`src/rtl/i2s_pkg.sv`:
```
// Shared types and constants for the AXI-Stream to I2S serializer.
// Holds the FSM encoding, sample field position and parameter legality rule.
package i2s_pkg;

   typedef enum logic {
      IDLE = 1'b0,
      RUN  = 1'b1
   } state_t;

   localparam int unsigned AUD_LSB  = 4;
   localparam logic        CH_LEFT  = 1'b0;
   localparam logic        CH_RIGHT = 1'b1;

   function automatic bit params_ok(input int unsigned sample_w,
                                    input int unsigned slot_w,
                                    input int unsigned sclk_div);
      return (sample_w >= 1) && (slot_w >= sample_w + 1) &&
             (sclk_div >= 2) && (sample_w + AUD_LSB <= 32);
   endfunction

endpackage

```
`src/rtl/i2s_sclk_gen.sv`:
```
// I2S bit-clock divider: sclk toggles every SCLK_DIV aclk cycles while running.
// Rise/fall strobes mark the aclk cycle whose edge moves sclk.
module i2s_sclk_gen #(
   parameter int unsigned SCLK_DIV = 8
) (
   input  logic i_clk,
   input  logic i_rst_n,
   input  logic i_run,
   output logic o_sclk,
   output logic o_rise,
   output logic o_fall
);

   localparam int unsigned DW = (SCLK_DIV > 1) ? $clog2(SCLK_DIV) : 1;

   logic [DW-1:0] r_div_cnt;
   logic          r_sclk;
   logic          w_tc;

   assign w_tc = i_run && (r_div_cnt == DW'(SCLK_DIV - 1));

   // Holding the divider cleared while stopped makes the first rise land
   // exactly SCLK_DIV cycles after run goes high.
   always_ff @(posedge i_clk) begin
      if (!i_rst_n || !i_run) begin
         r_div_cnt <= '0;
         r_sclk    <= 1'b0;
      end else if (w_tc) begin
         r_div_cnt <= '0;
         r_sclk    <= ~r_sclk;
      end else begin
         r_div_cnt <= r_div_cnt + DW'(1);
      end
   end

   assign o_sclk = r_sclk;
   assign o_rise = w_tc && !r_sclk;
   assign o_fall = w_tc &&  r_sclk;

endmodule

```
`src/rtl/i2s_stream_serializer.sv`:
```
// AXI-Stream (L/R sample pairs) to I2S transmitter in the aclk domain.
// A two-entry pair buffer feeds frame registers that are serialized MSB first.
module i2s_stream_serializer
   import i2s_pkg::*;
#(
   parameter int unsigned SAMPLE_W = 24,
   parameter int unsigned SLOT_W   = 32,
   parameter int unsigned SCLK_DIV = 8
) (
   input  logic        aclk,
   input  logic        aresetn,
   input  logic        en_i,
   input  logic [31:0] s_axis_tdata,
   input  logic [2:0]  s_axis_tid,
   input  logic        s_axis_tvalid,
   output logic        s_axis_tready,
   output logic        sclk_o,
   output logic        lrclk_o,
   output logic        sdata_o,
   output logic        underrun_o,
   output logic        sync_err_o
);

   if (!params_ok(SAMPLE_W, SLOT_W, SCLK_DIV)) begin : g_param_check
      $error("i2s_stream_serializer: illegal SAMPLE_W/SLOT_W/SCLK_DIV combination");
   end

   localparam int unsigned BCW = (SLOT_W > 1) ? $clog2(SLOT_W) : 1;

   state_t              r_state;
   logic [SAMPLE_W-1:0] r_left_q, r_right_q;
   logic [SAMPLE_W-1:0] r_left_sh, r_right_sh;
   logic                r_left_v, r_right_v;
   logic [BCW-1:0]      r_bit_cnt;
   logic                r_lrclk, r_sdata, r_underrun, r_sync_err;

   logic                w_sclk, w_rise_unused, w_fall, w_run;
   logic                w_pair, w_tready, w_hs;
   logic                w_slot_end, w_frame_end, w_entry, w_load;
   logic [SAMPLE_W-1:0] w_audio, w_word;
   logic [BCW-1:0]      w_next_k;
   logic                w_next_lr, w_next_bit;
   logic [34:0]         w_in_unused;

   assign w_run = (r_state == RUN);

   i2s_sclk_gen #(
      .SCLK_DIV (SCLK_DIV)
   ) u_sclk_gen (
      .i_clk   (aclk),
      .i_rst_n (aresetn),
      .i_run   (w_run),
      .o_sclk  (w_sclk),
      .o_rise  (w_rise_unused),
      .o_fall  (w_fall)
   );

   assign w_in_unused = {s_axis_tdata, s_axis_tid};
   assign w_audio     = s_axis_tdata[SAMPLE_W+AUD_LSB-1:AUD_LSB];

   assign w_pair      = r_left_v && r_right_v;
   assign w_tready    = aresetn && en_i && !w_pair;
   assign w_hs        = s_axis_tvalid && w_tready;

   assign w_slot_end  = w_fall && (r_bit_cnt == BCW'(SLOT_W - 1));
   assign w_frame_end = w_slot_end && r_lrclk;
   assign w_entry     = (r_state == IDLE) && en_i;
   assign w_load      = w_entry || (w_frame_end && en_i);

   // Bit for the slot position reached at this fall: k=0 is the I2S delay
   // bit, k=1..SAMPLE_W carry the sample MSB first, the rest pad with zero.
   always_comb begin
      w_next_k   = (r_bit_cnt == BCW'(SLOT_W - 1)) ? '0 : r_bit_cnt + BCW'(1);
      w_next_lr  = w_slot_end ? ~r_lrclk : r_lrclk;
      w_word     = w_next_lr ? r_right_sh : r_left_sh;
      w_next_bit = 1'b0;
      for (int unsigned i = 0; i < SAMPLE_W; i++) begin
         if (w_next_k == BCW'(SAMPLE_W - i)) w_next_bit = w_word[i];
      end
   end

   always_ff @(posedge aclk) begin
      if (!aresetn) begin
         r_state    <= IDLE;
         r_left_q   <= '0;
         r_right_q  <= '0;
         r_left_sh  <= '0;
         r_right_sh <= '0;
         r_left_v   <= 1'b0;
         r_right_v  <= 1'b0;
         r_bit_cnt  <= '0;
         r_lrclk    <= 1'b0;
         r_sdata    <= 1'b0;
         r_underrun <= 1'b0;
         r_sync_err <= 1'b0;
      end else begin
         r_underrun <= 1'b0;
         r_sync_err <= 1'b0;

         if (w_hs) begin
            if (s_axis_tid[0] == CH_LEFT) begin
               r_left_q <= w_audio;
               r_left_v <= 1'b1;
               if (r_left_v) r_sync_err <= 1'b1;
            end else if (r_left_v) begin
               r_right_q <= w_audio;
               r_right_v <= 1'b1;
            end else begin
               r_sync_err <= 1'b1;
            end
         end

         // A full buffer forces tready low, so a load never races a handshake.
         if (w_load) begin
            if (w_pair) begin
               r_left_sh  <= r_left_q;
               r_right_sh <= r_right_q;
               r_left_v   <= 1'b0;
               r_right_v  <= 1'b0;
            end else begin
               r_left_sh  <= '0;
               r_right_sh <= '0;
               r_underrun <= 1'b1;
            end
         end

         unique case (r_state)
            IDLE: begin
               if (en_i) begin
                  r_state   <= RUN;
                  r_bit_cnt <= '0;
                  r_lrclk   <= 1'b0;
                  r_sdata   <= 1'b0;
               end
            end
            RUN: begin
               if (w_fall) begin
                  if (w_frame_end && !en_i) begin
                     r_state   <= IDLE;
                     r_bit_cnt <= '0;
                     r_lrclk   <= 1'b0;
                     r_sdata   <= 1'b0;
                  end else begin
                     r_bit_cnt <= w_next_k;
                     r_lrclk   <= w_next_lr;
                     r_sdata   <= w_next_bit;
                  end
               end
            end
         endcase
      end
   end

   assign s_axis_tready = w_tready;
   assign sclk_o        = w_sclk;
   assign lrclk_o       = r_lrclk;
   assign sdata_o       = r_sdata;
   assign underrun_o    = r_underrun;
   assign sync_err_o    = r_sync_err;

endmodule

```
`config.mk`:
```
export PLATFORM = sky130hd
export DESIGN_NAME = i2s_stream_serializer
export DESIGN_NICKNAME = d
export VERILOG_FILES = /design/src/rtl/i2s_pkg.sv /design/src/rtl/i2s_sclk_gen.sv /design/src/rtl/i2s_stream_serializer.sv
export SDC_FILE = /design/constraint.sdc
export NUM_CORES = 1
export LEC_CHECK = 0
export ABC_AREA = 1
export ABC_CLOCK_PERIOD_IN_PS = 3700
export BUFFER_PORTS_ARGS = -buffer_cell sky130_fd_sc_hd__buf_2
export CELL_PAD_IN_SITES_DETAIL_PLACEMENT = 0
export CELL_PAD_IN_SITES_GLOBAL_PLACEMENT = 1
export CORE_ASPECT_RATIO = 1.5
export CORE_MARGIN = 5
export CORE_UTILIZATION = 43
export CTS_CLUSTER_DIAMETER = 50
export DETAILED_ROUTE_END_ITERATION = 10
export HOLD_SLACK_MARGIN = 0.02
export PLACE_DENSITY = 0.9
export SETUP_SLACK_MARGIN = 0.5
export SLEW_MARGIN = 20
export SYNTH_ARGS = -nofsm -noshare
export SYNTH_HDL_FRONTEND = slang
export SYNTH_HIERARCHICAL = 1
export SYNTH_SLANG_ARGS = --single-unit
```
`constraint.sdc`:
```
create_clock -name aclk -period 3.7 [get_ports aclk]
set_input_delay 0.74 -clock aclk [delete_from_list [all_inputs] [get_ports aclk]]
set_output_delay 0.74 -clock aclk [all_outputs]
set_load 0.02 [all_outputs]
```
==> out/metrics.cfg, run 1 <==
[status]
status=finished clean

[setup_path]
cp_max_fo=5
worst_r2r_path_depth=36
endpoint_kind=register
r2r_end=sdata_o
crit_path_frequent_cell=nand2_1
cp.required_ps=3900
crit_type=reg -> reg
path_buf_inv=2
cp_slowest_cell=dfxtp_4
reg2reg_from=r_bit_cnt[1]
critPathMaxStageDelay_ps=360
r2r_slack_ps=600
crit_arrival_ps=3290
cp-start-kind=register
critPathTopFamily=simple AND/OR/NAND/NOR gates

[synthesis]
synth_cells=685
ys_warn_count=6
syn_area_sq_mm=0.00490
syn_area_per_cell_sq_um=7.15
synth_nets=736

[die]
rows=47
start_util_pct=44.1
ios=45
dieArea_sq_mm=0.0137
die_x_um=97.1
coreArea_sq_mm=0.0111
dieHeight_um=141

[final_layout]
syn2layout_area_growth_pct=16.4
drive_above_1_share_pct=15.8
final_area_sq_mm=0.00570
final_util_pct=51.3
antenna_cells=0
layout.cells.non_filler=864
nNetsFinal=763

[global_routing]
track_usage_pct=16.6
grt_max_degree=83
grt_pass1_wl_mm=19.1
antenna_found_initial=0
grt_pass1_vias=4086
grt_overflow_total=0

[timing]
maxSlewViolCount=0
clock_skew_ps=5.43
finalCritPeriodShare_pct=83.7
rsz0062_at_grt=yes
worst_slew_pin_slew_ps=883
setup_ws_ps=602
relSlewSlack_pct=41.0
finalSetupViolCount=0
fin_crit_ps=3100
tns_ps=0
hold_violations=0
clock.fmax_mhz=323

[detailed_routing]
wl_per_cell_um=13.0
drtIter0Drc=261
drtPass1Iterations=4
drt_wl_total_mm=11.3
ant_nets=0
drt-vias-per-instance=4.97
drc=0
vias=4298

[placed_design]
dp.cells=838
placed_area_sq_mm=0.00520
hpwl_mm=7.47
io_buffers=34
gp_congestion=0.811
place_worst_setup_slack_ps=197

[clock_tree]
tritoncts=done
clk_latency_ps=340
clockBufferDepth=2
cts.reportedPaths.clkPinSlew_ps=70
cts_buffers=9
htreeDepth=3
cts.sinks=112
cts_hold_buf=0
clk_root_buffer_cell=clkbuf_16

[hold_path]
min_to=u_sclk_gen/r_div_cnt[0]
hp-class=reg -> reg
hold_depth=1
worstHoldStart=u_sclk_gen/r_div_cnt[0]

[flow_run]
maxCapViolations=0

[power_and_ir_drop]
power_leakage_nw=2.16
peakVddDrop_mv=0.270
power.density_mw_per_mm2=404

[where the power goes]
part	switching, mW	internal (mW)	total, mW
logic	0.0663	0.0286	0.0948
clock network	0.451	0.532	0.982
registers	0.00761	1.22	1.22
total	0.525	1.78	2.30
[worst max-delay path by stage]
stage / start / to / cells after the start
3_5_place_dp: r_bit_cnt[1] / sdata_o / 36
2_1_floorplan: r_bit_cnt[1] / sdata_o / 37
3_3_place_gp: r_bit_cnt[1] / sdata_o / 36
5_1_grt: r_bit_cnt[0] / sdata_o / 36
4_1_cts: u_sclk_gen/r_div_cnt[0] / sdata_o / 36
6_report: r_bit_cnt[1] / sdata_o / 36
[flip-flops by register name, summed over array words and instances, names as in the netlist, 3 cells and up]
name	flops
r_right_q	24
r_bit_cnt	5
r_left_q	24
u_sclk_gen/r_div_cnt	3
r_right_sh	24
r_left_sh	24
[through the flow]
| step | hold WS (ps) | total power [mW] |
|---|---|---|
| 2_1_floorplan | 397 | 1.31 |
| 3_3_place_gp | 405 | 1.35 |
| 3_5_place_dp | 418 | 1.35 |
| 4_1_cts | 407 | 2.32 |
| 5_1_grt | 446 | 2.39 |
| 6_report | 437 | 2.30 |
[placed cells by master, fill, tap and decap left out, drive strengths merged, types with 4 or more instances in the layout]
| cell | instances |
|---|---|
| clkinv | 4 |
| mux2i | 5 |
| buf | 54 |
| clkbuf | 9 |
| nor2 | 35 |
| nor3 | 8 |
| ha | 12 |
| nand2 | 211 |
| o21ai | 35 |
| inv | 71 |
| nand3 | 34 |
| nand4 | 4 |
| a21oi | 104 |
| dfxtp | 112 |
[routing by layer]
layer  up-vias  GRT usage [%]  share of wire (%)
li1       2257              -                  -
met1      1971           20.1                 46
met2        59           29.9                 50
met3        11           2.87                2.7
met4         0           4.73                1.6
met5         -              0                  0
[what timing repair did]
item,in CTS,in global routing
buffers inserted,5,5
endpoints found under the setup margin,1,1
pin swaps,3,10
gates resized for setup,14,16
[area by class of cell]
| class | instances | area, sq um |
|---|---|---|
| clock inverter | 7 | 77.6 |
| timing repair buffer | 54 | 337 |
| multi-input combinational | 465 | 2360 |
| sequential | 112 | 2250 |
| tap | 147 | 184 |
| inverter | 70 | 268 |
| fill | 1102 | 5420 |
| clock buffer | 9 | 225 |
No activity file was read; power rests on OpenSTA's default activity.
==> inputs of run 2 (changes only) <==
--- a/config.mk
+++ b/config.mk
@@ -5,18 +5,18 @@
 export SDC_FILE = /design/constraint.sdc
 export NUM_CORES = 1
 export LEC_CHECK = 0
-export ABC_AREA = 1
-export ABC_CLOCK_PERIOD_IN_PS = 3700
+export ABC_AREA = 0
+export ABC_CLOCK_PERIOD_IN_PS = 3100
 export BUFFER_PORTS_ARGS = -buffer_cell sky130_fd_sc_hd__buf_2
 export CELL_PAD_IN_SITES_DETAIL_PLACEMENT = 0
 export CELL_PAD_IN_SITES_GLOBAL_PLACEMENT = 1
 export CORE_ASPECT_RATIO = 1.5
 export CORE_MARGIN = 5
-export CORE_UTILIZATION = 43
+export CORE_UTILIZATION = 45
 export CTS_CLUSTER_DIAMETER = 50
 export DETAILED_ROUTE_END_ITERATION = 10
 export HOLD_SLACK_MARGIN = 0.02
-export PLACE_DENSITY = 0.9
+export PLACE_DENSITY = 0.89
 export SETUP_SLACK_MARGIN = 0.5
 export SLEW_MARGIN = 20
 export SYNTH_ARGS = -nofsm -noshare
==> constraint.sdc (replaced) <==
create_clock -name aclk -period 3.1 [get_ports aclk]
set_input_delay 0.62 -clock aclk [delete_from_list [all_inputs] [get_ports aclk]]
set_output_delay 0.62 -clock aclk [all_outputs]
set_load 0.02 [all_outputs]
==> run 2 against run 1 <==
  * Register-to-register slack worse by 370 ps
  * Critical path depth fell by 23
  * Sequential power is 19% higher
  * Clock skew grew 4.6 ps
  * First-iteration DRC count shrank 21%
  * Clock power up 26%
  * Count of clock-buffer cells in the layout is the same
  * Sequential share of layout area is 1.2 points lower
  * Global-route usage up 0.95 points
  * Cell area rose by 3.0%
  * Sequential cell count unchanged
  * Critical path type unchanged
  * Highest routed layer unchanged
==> out/metrics.cfg, run 2 <==
[status]
status=finished clean

[final_layout]
layout_common_cells=nand2_1, dfxtp_1, nor2b_1
nNetsFinal=633
final_area_sq_mm=0.00587
syn2layout_area_growth_pct=17.2
fillCellCount=1036
drive_above_1_share_pct=18.8
antenna_cells=0
layout_commonest_cell=nand2_1

[power_and_ir_drop]
power_leakage_nw=2.03
power.density_mw_per_mm2=478
p_clk_share_pct=44.3
p_switching_mw=0.601
p_int_mw=2.20
p_total_mw=2.80
p_seq_share_pct=51.9
power_frac_comb_pct=3.8
p_sw_share_pct=21.4
peakVddDrop_mv=0.268

[placed_design]
gp_congestion=0.839
hpwl_mm=7.08
io_buffers=34
placed_area_sq_mm=0.00533

[synthesis]
synth_nets=602
ys_warn_count=6
syn_area_per_cell_sq_um=9.09
syn_area_sq_mm=0.00501
synth_cells=551

[global_routing]
grt_overflow_total=0
antenna_found_initial=0
grt_max_degree=111
grt_pass1_vias=3857
grt_pass1_wl_mm=18.6
track_usage_pct=17.5

[detailed_routing]
wl_per_cell_um=15.3
drc=0
drtIter0Drc=207
drtPass1Iterations=4
ant_nets=0
drt_wl_total_mm=11.2
drt-vias-per-instance=5.34
vias=3916

[die]
ios=45
dieArea_sq_mm=0.0134
start_util_pct=45.5
coreArea_sq_mm=0.0110
rows=47
dieHeight_um=139
die_x_um=96.1

[timing]
hold_violations=0
clock.fmax_mhz=348
finalSetupViolCount=0
relSlewSlack_pct=44.5
tns_ps=0
clock_skew_ps=9.99
finalCritPeriodShare_pct=92.6
rsz0062_at_grt=yes
fin_crit_ps=2870
maxSlewViolCount=0
worst_slew_pin_slew_ps=833

[clock_tree]
tritoncts=done
cts.reportedPaths.clkPinSlew_ps=70
cts_buffers=9
clk_latency_ps=350
htreeDepth=3
clockBufferDepth=2
cts.sinks=112
clk_root_buffer_cell=clkbuf_16

[setup_path]
cp-start-kind=register
reg2reg_from=r_bit_cnt[0]
endpoint_kind=register
cp.required_ps=3390
crit_type=reg -> reg
cp_max_fo=5
crit_start=r_bit_cnt[0]
crit_arrival_ps=3160

[hold_path]
worstHoldStart=r_left_q[4]
hp-class=reg -> reg

[flow_run]
maxCapViolations=0

run 2: metrics by stage:
step / utilization (%) / instances / setup slack [ps] / hold slack (ps)
6_report: 53.4 / 733 / 230 / 455
2_1_floorplan: - / 551 / 310 / 435
3_5_place_dp: 48.4 / 705 / 102 / 450
5_1_grt: 53.4 / 733 / 192 / 486
4_1_cts: 53.1 / 730 / 266 / 460
3_3_place_gp: 48.4 / 705 / 109 / 442
run 2: metal layers:
| layer | share of wire [%] | up-vias | global-route usage, % |
|---|---|---|---|
| li1 | - | 1974 | - |
| met2 | 54 | 47 | 29.7 |
| met4 | 1.4 | 0 | 6.97 |
| met1 | 43 | 1888 | 21.9 |
| met5 | 0 | - | 0 |
| met3 | 1.8 | 7 | 2.38 |
run 2: power groups by stage:
| stage | logic [mW] | registers (mW) | clock network (mW) |
|---|---|---|---|
| after floorplan | 0.0639 | 1.49 | 0 |
| after global placement | 0.105 | 1.49 | 0 |
| after detailed placement | 0.107 | 1.49 | 0 |
| after CTS | 0.107 | 1.45 | 1.27 |
| after global routing | 0.118 | 1.46 | 1.32 |
| final | 0.107 | 1.45 | 1.24 |
run 2: worst paths after layout:
| path | end | slack (ps) | cells after the start |
|---|---|---|---|
| worst max-delay path | sdata_o | 230 | 13 |
| worst min-delay path | r_left_q[4] | 460 | 2 |
| worst max register to register | sdata_o | 230 | 13 |
| worst min register to register | r_left_q[4] | 460 | 2 |
run 2: area by class of cell:
cell class / instances / area [sq um] / share of cell area, %
multi-input combinational: 392 / 2660 / 45.4
sequential: 112 / 2250 / 38.3
timing repair buffer: 58 / 420 / 7.16
clock buffer: 9 / 225 / 3.84
tap: 147 / 184 / 3.13
clock inverter: 6 / 93.8 / 1.60
inverter: 9 / 33.8 / 0.575
run 2: critical path, cell delays in order, from the launching register on:
cell and delay [ps]:
dfxtp_4 350, ha_4 160, and3_4 150, ha_4 150
and2_4 160, ha_4 260, bufbuf_16 280, mux2_1 200
a21oi_1 70, a211oi_2 210, nand2_1 110, a221o_1 320
a31oi_1 190, o221a_1 200
run 2: timing repair:
action | in CTS | in global routing
resized for setup | 15 | 2
cloned | 2 | 0
hold buffers | 0 | 0
endpoints found under the hold margin | 0 | 0
setup buffers | 8 | 3
setup endpoints to repair | 1 | 1
pin swaps | 19 | 12
==> inputs of run 3 (changes only) <==
--- a/config.mk
+++ b/config.mk
@@ -17,6 +17,7 @@
 export DETAILED_ROUTE_END_ITERATION = 10
 export HOLD_SLACK_MARGIN = 0.02
 export PLACE_DENSITY = 0.89
+export RECOVER_POWER = 100
 export SETUP_SLACK_MARGIN = 0.5
 export SLEW_MARGIN = 20
 export SYNTH_ARGS = -nofsm -noshare
==> run 3 against run 2 <==
  * The flow now finishes with violations (capacitance limit, slew limit)
  * Non-clock buffer count unchanged
  * Cell area down 0.58%
  * Sequential power about the same
  * Clock skew fell by 0.65 ps
  * Count of clock-buffer cells in the layout unchanged
  * Register-to-register slack lost 30 ps
  * First-iteration DRC count up 5.8%
  * Final cell count unchanged
  * Sequential cell count unchanged
  * Highest routed layer unchanged
==> out/metrics.cfg, run 3 (same netlist as run 2, synthesis figures left out) <==
[timing]
hold_violations=0
tns_ps=0
finalSetupViolCount=0
maxSlewViolCount=111
clock_skew_ps=9.34
rsz0062_at_grt=yes
fin_crit_ps=2900
worst_slew_pin_slew_ps=1640
relSlewSlack_pct=-9.33
clock.fmax_mhz=345
finalCritPeriodShare_pct=93.6

[final_layout]
syn2layout_area_growth_pct=16.5
antenna_cells=0
final_area_sq_mm=0.00584
layout_common_cells=nand2_1, dfxtp_1, nor2b_1
drive_above_1_share_pct=17.1
nNetsFinal=633
fillCellCount=1047
layout_commonest_cell=nand2_1
layout.cells.non_filler=733

[detailed_routing]
drtIter0Drc=219
vias=3949
drt-vias-per-instance=5.39
ant_nets=0
drt_wl_total_mm=11.2
wl_per_cell_um=15.2
drtPass1Iterations=4
drc=0

[clock_tree]
htreeDepth=3
cts_hold_buf=0
cts_buffers=9
clockBufferDepth=2
cts.sinks=112
tritoncts=done
clk_root_buffer_cell=clkbuf_16
clk_latency_ps=350
cts.reportedPaths.clkPinSlew_ps=70

[setup_path]
endpoint_kind=register
cp-start-kind=register
crit_arrival_ps=3190
cp_max_fo=5
crit_type=reg -> reg
cp.required_ps=3390
reg2reg_from=r_bit_cnt[1]
crit_start=r_bit_cnt[1]

[global_routing]
track_usage_pct=17.5
grt_overflow_total=0
grt_max_degree=111
antenna_found_initial=0
grt_pass1_wl_mm=18.6
grt_pass1_vias=3857

[die]
start_util_pct=45.5
die_x_um=96.1
ios=45
dieArea_sq_mm=0.0134
dieHeight_um=139
coreArea_sq_mm=0.0110
rows=47

[placed_design]
gp_congestion=0.839
io_buffers=34
hpwl_mm=7.08
dp.cells=705
placed_area_sq_mm=0.00533

[flow_run]
maxCapViolations=1

[hold_path]
worstHoldStart=r_left_q[12]
hp-class=reg -> reg

[status]
violations=capacitance limit, slew limit
status=finished, violations left

[power_and_ir_drop]
power_leakage_nw=2.00
power.density_mw_per_mm2=480
peakVddDrop_mv=0.268

[run 3: per-stage QoR]
stage / utilization (%) / setup WS [ps] / power [mW] / hold slack (ps)
2_1_floorplan: - / 310 / 1.55 / 435
3_5_place_dp: 48.4 / 102 / 1.60 / 450
3_3_place_gp: 48.4 / 109 / 1.59 / 442
5_1_grt: 53.1 / 119 / 2.89 / 494
4_1_cts: 53.1 / 266 / 2.83 / 460
6_report: 53.1 / 197 / 2.80 / 470
[run 3: critical path, stage by stage (launching register included)]
cell and delay [ps]:
dfxtp_1 320, ha_1 230, and3_4 170, ha_4 150
and2_4 160, ha_4 260, bufbuf_16 280, mux2_1 190
a21oi_1 70, a211oi_2 210, nand2_1 100, a221o_1 320
a31oi_1 180, o221a_1 200
[run 3: layout make-up]
cell class	instances	area, sq um	area share (%)
clock buffers	9	225	3.86
clock inverters	6	93.8	1.61
inverters	9	33.8	0.579
multi-input cells	392	2650	45.4
flip-flops and latches	112	2240	38.5
well taps	147	184	3.15
repair buffers	58	408	6.99
[run 3: what timing repair did]
item                                    CTS  global route
endpoints found under the setup margin    1             1
gates cloned                              2             0
pin swaps                                19            12
resized for setup                        15             2
buffers inserted                          8             3
[run 3: worst paths after layout]
check	to	slack (ps)	cells after the start
worst max-delay path	sdata_o	200	13
worst min-delay path	r_left_q[12]	470	2
worst max register to register	sdata_o	200	13
worst min register to register	r_left_q[12]	470	2
[run 3: where the power goes]
| part | leakage (nW) | total (mW) | internal, mW | switching, mW |
|---|---|---|---|---|
| Combinational | 0.935 | 0.107 | 0.0443 | 0.0626 |
| Clock | 0.157 | 1.24 | 0.711 | 0.530 |
| Sequential | 0.904 | 1.46 | 1.45 | 0.00722 |
| Total | 2.00 | 2.80 | 2.20 | 0.600 |
[run 3: layer usage]
layer,part of all wire (%),GRT usage (%)
met5,0,0
met1,44,21.9
met3,2.4,2.38
met2,52,29.7
met4,1.8,6.97
